<file path="config.mk">
export PLATFORM = sky130hd
export DESIGN_NAME = hdmi_tx_sequencer_flat
export DESIGN_NICKNAME = d
export VERILOG_FILES = /design/src/rtl/hdmi_tx_sequencer_if.sv /design/src/rtl/hdmi_tx_sequencer.sv /design/src/flat_wrapper.sv
export SDC_FILE = /design/constraint.sdc
export NUM_CORES = 1
export LEC_CHECK = 0
export ABC_AREA = 1
export CAP_MARGIN = 20
export CORE_ASPECT_RATIO = 0.9
export CORE_MARGIN = 5
export CORE_UTILIZATION = 62
export CTS_CLUSTER_DIAMETER = 150
export CTS_CLUSTER_SIZE = 20
export DETAILED_ROUTE_END_ITERATION = 10
export GPL_TIMING_DRIVEN = 0
export HOLD_SLACK_MARGIN = 0.05
export PLACE_DENSITY = 0.85
export SYNTH_ARGS = -nofsm -noshare
export SYNTH_HDL_FRONTEND = slang
export SYNTH_SLANG_ARGS = --single-unit
</file>
<file path="constraint.sdc">
create_clock -name sysclk -period 9.8 [get_ports sysclk]
set_clock_uncertainty 0.2 [all_clocks]
set_input_delay 2.45 -clock sysclk [delete_from_list [all_inputs] [get_ports sysclk]]
set_output_delay 2.45 -clock sysclk [all_outputs]
set_load 0.05 [all_outputs]
</file>
<file path="src/rtl/hdmi_tx_sequencer_if.sv">
// rtl/hdmi_tx_sequencer_if.sv - control inputs and video timing outputs of the HDMI TX sequencer
interface hdmi_tx_sequencer_if;
   logic        pll_locked;
   logic        pat_next_req;
   logic        auto_cycle;
   logic        ser_reset;
   logic        hsync;
   logic        vsync;
   logic        de;
   logic [11:0] x;
   logic [11:0] y;
   logic        frame_start;
   logic [3:0]  pattern_sel;
   logic [1:0]  state;

   modport master (
      input  pll_locked, pat_next_req, auto_cycle,
      output ser_reset, hsync, vsync, de, x, y, frame_start, pattern_sel, state
   );

   modport slave (
      output pll_locked, pat_next_req, auto_cycle,
      input  ser_reset, hsync, vsync, de, x, y, frame_start, pattern_sel, state
   );
endinterface

</file>
<file path="src/rtl/hdmi_tx_sequencer.sv">
// rtl/hdmi_tx_sequencer.sv - HDMI TX bring-up FSM, video timing and pattern scheduler
// Optional SEQ_LOCK_DEBOUNCE_EN: require 256 consecutive synced-lock cycles before leaving WAIT_LOCK.
module hdmi_tx_sequencer #(
   parameter int   H_ACTIVE           = 640,
   parameter int   H_FP               = 16,
   parameter int   H_SYNC             = 96,
   parameter int   H_BP               = 48,
   parameter int   V_ACTIVE           = 480,
   parameter int   V_FP               = 10,
   parameter int   V_SYNC             = 2,
   parameter int   V_BP               = 33,
   parameter logic HS_POL             = 1'b0,
   parameter logic VS_POL             = 1'b0,
   parameter int   SER_RST_CYCLES     = 16,
   parameter int   BLANK_FRAMES       = 2,
   parameter int   NUM_PATTERNS       = 4,
   parameter int   FRAMES_PER_PATTERN = 120
) (
   input logic                 sysclk,
   input logic                 reset,
   hdmi_tx_sequencer_if.master bus
);
   localparam logic [1:0]  ST_WAIT_LOCK = 2'd0;
   localparam logic [1:0]  ST_SER_RST   = 2'd1;
   localparam logic [1:0]  ST_BLANK     = 2'd2;
   localparam logic [1:0]  ST_ACTIVE    = 2'd3;

   localparam logic [11:0] H_LAST   = 12'(H_ACTIVE + H_FP + H_SYNC + H_BP - 1);
   localparam logic [11:0] H_ACT    = 12'(H_ACTIVE);
   localparam logic [11:0] HS_BEG   = 12'(H_ACTIVE + H_FP);
   localparam logic [11:0] HS_END   = 12'(H_ACTIVE + H_FP + H_SYNC);
   localparam logic [11:0] V_LAST   = 12'(V_ACTIVE + V_FP + V_SYNC + V_BP - 1);
   localparam logic [11:0] V_ACT    = 12'(V_ACTIVE);
   localparam logic [11:0] VS_BEG   = 12'(V_ACTIVE + V_FP);
   localparam logic [11:0] VS_END   = 12'(V_ACTIVE + V_FP + V_SYNC);
   localparam logic [7:0]  RST_LAST   = 8'(SER_RST_CYCLES - 1);
   localparam logic [7:0]  BLANK_LAST = 8'(BLANK_FRAMES - 1);
   localparam logic [3:0]  PAT_LAST   = 4'(NUM_PATTERNS - 1);
   localparam logic [15:0] DWELL_LAST = 16'(FRAMES_PER_PATTERN - 1);

   logic        lock_s1_q, lock_s1_d, lock_s2_q, lock_s2_d;
   logic [1:0]  state_q, state_d;
   logic [7:0]  rst_cnt_q, rst_cnt_d;
   logic [7:0]  blank_cnt_q, blank_cnt_d;
   logic [11:0] h_q, h_d, v_q, v_d;
   logic [11:0] x_q, x_d, y_q, y_d;
   logic        hsync_q, hsync_d, vsync_q, vsync_d, de_q, de_d;
   logic        frame_start_q, frame_start_d, ser_reset_q, ser_reset_d;
   logic [3:0]  pattern_q, pattern_d;
   logic        pending_q, pending_d;
   logic [15:0] dwell_q, dwell_d;
   logic        running, frame_end, frame_boundary, advance;
`ifdef SEQ_LOCK_DEBOUNCE_EN
   logic [7:0]  lock_cnt_q, lock_cnt_d;
`endif

   assign running        = lock_s2_q && (state_q == ST_BLANK || state_q == ST_ACTIVE);
   assign frame_end      = (h_q == H_LAST) && (v_q == V_LAST);
   assign frame_boundary = running && (h_q == 12'd0) && (v_q == 12'd0);

   always_ff @(posedge sysclk or posedge reset) begin
      if (reset) state_q <= ST_WAIT_LOCK;
      else       state_q <= state_d;
   end

   always_comb begin
      state_d = state_q;
      if (!lock_s2_q) begin
         state_d = ST_WAIT_LOCK;
      end else begin
         case (state_q)
            ST_WAIT_LOCK: begin
`ifdef SEQ_LOCK_DEBOUNCE_EN
               if (lock_cnt_q == 8'hFF) state_d = ST_SER_RST;
`else
               state_d = ST_SER_RST;
`endif
            end
            ST_SER_RST: if (rst_cnt_q == RST_LAST) state_d = ST_BLANK;
            // Leave BLANK on the last pixel so the first ACTIVE frame starts at h=v=0.
            ST_BLANK:   if (frame_end && blank_cnt_q == BLANK_LAST) state_d = ST_ACTIVE;
            default:    state_d = state_q;
         endcase
      end
   end

   always_comb begin
      lock_s1_d   = bus.pll_locked;
      lock_s2_d   = lock_s1_q;
      rst_cnt_d   = (state_q == ST_SER_RST) ? rst_cnt_q + 8'd1 : 8'd0;
      h_d         = 12'd0;
      v_d         = 12'd0;
      blank_cnt_d = 8'd0;
      if (running) begin
         h_d         = (h_q == H_LAST) ? 12'd0 : h_q + 12'd1;
         v_d         = (h_q != H_LAST) ? v_q : ((v_q == V_LAST) ? 12'd0 : v_q + 12'd1);
         blank_cnt_d = (state_q == ST_BLANK && frame_end) ? blank_cnt_q + 8'd1 : blank_cnt_q;
      end
`ifdef SEQ_LOCK_DEBOUNCE_EN
      lock_cnt_d = (state_q == ST_WAIT_LOCK && lock_s2_q) ? lock_cnt_q + 8'd1 : 8'd0;
`endif

      x_d           = h_q;
      y_d           = v_q;
      de_d          = lock_s2_q && (state_q == ST_ACTIVE) && (h_q < H_ACT) && (v_q < V_ACT);
      hsync_d       = (h_q >= HS_BEG && h_q < HS_END) ? HS_POL : !HS_POL;
      vsync_d       = (v_q >= VS_BEG && v_q < VS_END) ? VS_POL : !VS_POL;
      frame_start_d = frame_boundary;
      ser_reset_d   = !(state_d == ST_BLANK || state_d == ST_ACTIVE);

      // A request seen on the boundary cycle itself is carried into the next frame.
      advance   = frame_boundary && (state_q == ST_ACTIVE) &&
                  (pending_q || (bus.auto_cycle && dwell_q == DWELL_LAST));
      pattern_d = pattern_q;
      pending_d = pending_q || bus.pat_next_req;
      dwell_d   = dwell_q;
      if (advance) begin
         pattern_d = (pattern_q == PAT_LAST) ? 4'd0 : pattern_q + 4'd1;
         pending_d = bus.pat_next_req;
         dwell_d   = 16'd0;
      end else if (frame_boundary && state_q == ST_ACTIVE) begin
         dwell_d = dwell_q + 16'd1;
      end
      if (!bus.auto_cycle || !lock_s2_q) dwell_d = 16'd0;
   end

   always_ff @(posedge sysclk or posedge reset) begin
      if (reset) begin
         lock_s1_q     <= 1'b0;
         lock_s2_q     <= 1'b0;
         rst_cnt_q     <= 8'd0;
         blank_cnt_q   <= 8'd0;
         h_q           <= 12'd0;
         v_q           <= 12'd0;
         x_q           <= 12'd0;
         y_q           <= 12'd0;
         hsync_q       <= !HS_POL;
         vsync_q       <= !VS_POL;
         de_q          <= 1'b0;
         frame_start_q <= 1'b0;
         ser_reset_q   <= 1'b1;
         pattern_q     <= 4'd0;
         pending_q     <= 1'b0;
         dwell_q       <= 16'd0;
`ifdef SEQ_LOCK_DEBOUNCE_EN
         lock_cnt_q    <= 8'd0;
`endif
      end else begin
         lock_s1_q     <= lock_s1_d;
         lock_s2_q     <= lock_s2_d;
         rst_cnt_q     <= rst_cnt_d;
         blank_cnt_q   <= blank_cnt_d;
         h_q           <= h_d;
         v_q           <= v_d;
         x_q           <= x_d;
         y_q           <= y_d;
         hsync_q       <= hsync_d;
         vsync_q       <= vsync_d;
         de_q          <= de_d;
         frame_start_q <= frame_start_d;
         ser_reset_q   <= ser_reset_d;
         pattern_q     <= pattern_d;
         pending_q     <= pending_d;
         dwell_q       <= dwell_d;
`ifdef SEQ_LOCK_DEBOUNCE_EN
         lock_cnt_q    <= lock_cnt_d;
`endif
      end
   end

   assign bus.ser_reset   = ser_reset_q;
   assign bus.hsync       = hsync_q;
   assign bus.vsync       = vsync_q;
   assign bus.de          = de_q;
   assign bus.x           = x_q;
   assign bus.y           = y_q;
   assign bus.frame_start = frame_start_q;
   assign bus.pattern_sel = pattern_q;
   assign bus.state       = state_q;
endmodule
</file>
<file path="src/flat_wrapper.sv">
// flat-port wrapper written by rule: the top's interface ports become plain ports
module hdmi_tx_sequencer_flat 
#(
   parameter int   H_ACTIVE           = 640,
   parameter int   H_FP               = 16,
   parameter int   H_SYNC             = 96,
   parameter int   H_BP               = 48,
   parameter int   V_ACTIVE           = 480,
   parameter int   V_FP               = 10,
   parameter int   V_SYNC             = 2,
   parameter int   V_BP               = 33,
   parameter logic HS_POL             = 1'b0,
   parameter logic VS_POL             = 1'b0,
   parameter int   SER_RST_CYCLES     = 16,
   parameter int   BLANK_FRAMES       = 2,
   parameter int   NUM_PATTERNS       = 4,
   parameter int   FRAMES_PER_PATTERN = 120
)
  (sysclk, reset, bus_pll_locked, bus_pat_next_req, bus_auto_cycle, bus_ser_reset, bus_hsync, bus_vsync, bus_de, bus_x, bus_y, bus_frame_start, bus_pattern_sel, bus_state);
  hdmi_tx_sequencer_if bus_i ();
  input logic sysclk;
  input logic reset;
  input wire logic [$bits(bus_i.pll_locked)-1:0] bus_pll_locked;
  input wire logic [$bits(bus_i.pat_next_req)-1:0] bus_pat_next_req;
  input wire logic [$bits(bus_i.auto_cycle)-1:0] bus_auto_cycle;
  output wire logic [$bits(bus_i.ser_reset)-1:0] bus_ser_reset;
  output wire logic [$bits(bus_i.hsync)-1:0] bus_hsync;
  output wire logic [$bits(bus_i.vsync)-1:0] bus_vsync;
  output wire logic [$bits(bus_i.de)-1:0] bus_de;
  output wire logic [$bits(bus_i.x)-1:0] bus_x;
  output wire logic [$bits(bus_i.y)-1:0] bus_y;
  output wire logic [$bits(bus_i.frame_start)-1:0] bus_frame_start;
  output wire logic [$bits(bus_i.pattern_sel)-1:0] bus_pattern_sel;
  output wire logic [$bits(bus_i.state)-1:0] bus_state;
  assign bus_i.pll_locked = bus_pll_locked;
  assign bus_i.pat_next_req = bus_pat_next_req;
  assign bus_i.auto_cycle = bus_auto_cycle;
  assign bus_ser_reset = bus_i.ser_reset;
  assign bus_hsync = bus_i.hsync;
  assign bus_vsync = bus_i.vsync;
  assign bus_de = bus_i.de;
  assign bus_x = bus_i.x;
  assign bus_y = bus_i.y;
  assign bus_frame_start = bus_i.frame_start;
  assign bus_pattern_sel = bus_i.pattern_sel;
  assign bus_state = bus_i.state;
  hdmi_tx_sequencer #(.H_ACTIVE(H_ACTIVE), .H_FP(H_FP), .H_SYNC(H_SYNC), .H_BP(H_BP), .V_ACTIVE(V_ACTIVE), .V_FP(V_FP), .V_SYNC(V_SYNC), .V_BP(V_BP), .HS_POL(HS_POL), .VS_POL(VS_POL), .SER_RST_CYCLES(SER_RST_CYCLES), .BLANK_FRAMES(BLANK_FRAMES), .NUM_PATTERNS(NUM_PATTERNS), .FRAMES_PER_PATTERN(FRAMES_PER_PATTERN)) u_core (.sysclk(sysclk), .reset(reset), .bus(bus_i));
endmodule
</file>
==> results.md <==
- Largest net degree at the start of global routing: 57
- Tot GR Track Use: 25.9%
- Post-Syn Area: 4750 um2
- Post-CTS sizing: 0
- Synth Area in Adders: 2.37%
- Slew headroom: 64.0%
- Critical path's slowest cell: clkdlybuf4s50_1
- Max cap viols: 0
- Crit Path Max Fanout: 1
- Worst Tran Pin Value: about 540 ps
- Setup repair bufs after CTS: 0
- Dpl cell area: around 5300 um2
- Routed via count: 4130
- Skew-Pair Late Insertion Delay: between 300 and 400 ps
- Synth Instances: 574
- Async SR Flop Fraction: between 90% and 100%
- Nets: ~640
- IO Pins: 40
- Gp weighted congestion: 0.909
- CTS Hold Buffers Added: 0
- Die width: between 100 and 150 um
- CTS tree: done
- Final Hold Fails: 0
- Most frequent cell after synthesis: nand2_1
- Max IR drop VDD: 0.0000901 V
- Synth Flop Type: dfrtp_1
- Number of global-route vias before repair: 4117
- Most frequent cells after synthesis: nand2_1 (113), dfrtp_1 (91), inv_1 (72), nor2_1 (69), nand3_1 (54)
- Fraction of layout cells with a size suffix above 1: 9.68%
- Min-Delay Path Class: reg -> reg
- Simple-Gate Fraction of Synth Area: 30.9%
- CP cell instances: clkdlybuf4s50_1
- Ys Warns: 0
- Leakage: 2.62 nW
- Antenna Cells: 0
- Via density: 5.69
- TNS Setup: 0 ps
- Synthesized area per cell: 8.27 um2
- Distinct cells, synth: 37
- Critical path class: reg -> out
- Cell accounting for the most synthesized area: dfrtp_1
- Num CTS Buffers: 9
- Post-synthesis sequential area ratio: 49.6%
- Fmax: 230 MHz
- Critical Path Max Stage Delay: 790 ps
- Status: finished, final reports clean
- Min Tclk post-route: 4340 ps
- Global-route wire length before repair: 19.4 mm
- Root buf cell: clkbuf_8
- Area grow syn2layout: 16.3%
- Starting density of the core: 63.3%
- Iter 0 DRT Violations: 373
- Dpl hpwl: just over 8 mm
- Filler Cell Count: between 500 and 600
- RSZ-0062 raised after global routing: no
- Final setup fails: 0
- Routed WL: 11.3 mm
- Buf/Inv on CP: 1
- Worst setup EP type: output port
- Grt ovf: 0
- CP arrival: 1690 ps
- Largest cells by area after synthesis: dfrtp_1 (48%), nand2_1 (8.9%), inv_1 (5.7%), nand3_1 (5.7%), nor2_1 (5.5%)
- Post-synth EDFFs: 0
- Post-route DRC: 0
- Wire length per cell: 15.5 um
- Synth Area in Compound Gates: 6.22%
- Slew Limit Fails: 0
- Die Area: 9510 um2
- Post-Layout Cell Count: 726
- Synthesized flop and latch total: 94
- Number of port buffers: 39
- Mapped Nets: approximately 600
- Req. time, crit path: 7150 ps
- DP Cell Count: slightly above 700
- DRT antenna net count: 0
- Chip Height: 93.0 um
- CTS max path bufs: 2
- First-pass DRT Iterations: 5
- Reg clk slew, reported paths: about 100 ps
- XOR/XNOR share of the synthesized area: 3.13%
- Main combinational cell family by area after synthesis: simple AND/OR/NAND/NOR gates
- Clock Sinks: 94
- Finished Cell Area: 5520 um2
- Initial antenna violation count: 0
- Crit share post-route: 44.3%
- Core area: 7510 um2
- Mux cell area share after synthesis: 0%
- Cell Rows: 30
- Top cell type's share of synthesized area: 47.9%
- Startpoint types: register
- Final hold slack: 157 ps
- CTS H-tree depth: 3
- Crit-path leading delay family: buffers and inverters
- Power per cell area: 127 nW/um2
[layout by cell type, fill, tap and decap left out, types with 11 or more instances in the layout]
master,Yosys,layout
nand2_1,113,113
dfrtp_1,91,91
inv_1,72,71
nor2_1,69,69
nand3_1,54,54
clkdlybuf4s50_1,0,39
nand4_1,36,36
o21ai_0,19,19
xor2_1,17,17
a21oi_1,16,16
nor3_1,16,16
clkbuf_8,0,11
[registers in the layout, indices dropped and copies added (netlist names), 2 cells and up]
signal and count:
u_core.bus.state 2, u_core.bus.pattern_sel 4, u_core.bus.x 12, u_core.dwell_q 16, u_core.blank_cnt_q 8, u_core.v_q 12, u_core.rst_cnt_q 8, u_core.bus.y 12
u_core.h_q 12
[power breakdown]
part | internal [W] | switching, W | leakage [nW] | total [W]
logic | 0.00000460 | 0.0000130 | 1.22 | 0.0000176
clock network | 0.000159 | 0.000136 | 0.117 | 0.000295
registers | 0.000389 | 0.00000126 | 1.29 | 0.000390
[path summary, 6_finish.rpt]
kind / from / to / slack, ps / cells after the start
worst min register to register: u_core.lock_s1_q$_DFF_PP0_ / u_core.lock_s2_q$_DFF_PP0_ / 160 / 0
max in group asynchronous: reset / u_core.bus.hsync$_DFF_PP1_ / 6440 / 3
min in group asynchronous: reset / u_core.dwell_q[9]$_DFFE_PP0P_ / 2280 / 2
worst max-delay path: u_core.bus.vsync$_DFF_PP1_ / bus_vsync / 5460 / 1
worst min-delay path: u_core.lock_s1_q$_DFF_PP0_ / u_core.lock_s2_q$_DFF_PP0_ / 160 / 0
worst max register to register: u_core.dwell_q[0]$_DFFE_PP0P_ / u_core.dwell_q[7]$_DFFE_PP0P_ / 7570 / 9
[final cells by class]
cell class	count	area [um2]	area share, %
Timing Repair Buffer	40	418	7.57
Buffer	12	75.1	1.36
Sequential cell	94	2360	42.7
Clock buffer	12	155	2.81
Multi-Input combinational cell	390	2030	36.7
Inverter	78	295	5.35
Tap cell	96	120	2.17
Clock inverter	4	77.6	1.40
[logic make-up after synthesis]
kind of cell | Yosys count
and+or+nand+nor | 313
DFF | 94
buffers and inverters | 90
AOI/OAI and AO/OA | 51
xor gates and xnor gates | 17
adders and majority gates | 9
[metal layers]
metal | vias to the layer above | routed length, um | global-route usage [%]
li1 | 1970 | - | -
met1 | 1971 | 4760 | 35.2
met2 | 162 | 5440 | 40.5
met3 | 27 | 825 | 5.44
met4 | 0 | 226 | 10.6
met5 | - | 0 | 0
[through the flow]
stage / total power, W / setup slack (ps) / util, %
global placement: 0.000414 / 3400 / 70.1
detailed placement: 0.000416 / 5600 / 70.5
finish: 0.000703 / 5460 / 73.6
floorplan: 0.000409 / 4710 / -
CTS: 0.000711 / 5440 / 73.6
global route: 0.000730 / 5420 / 73.6
No activity file was read; power rests on OpenSTA's default activity.
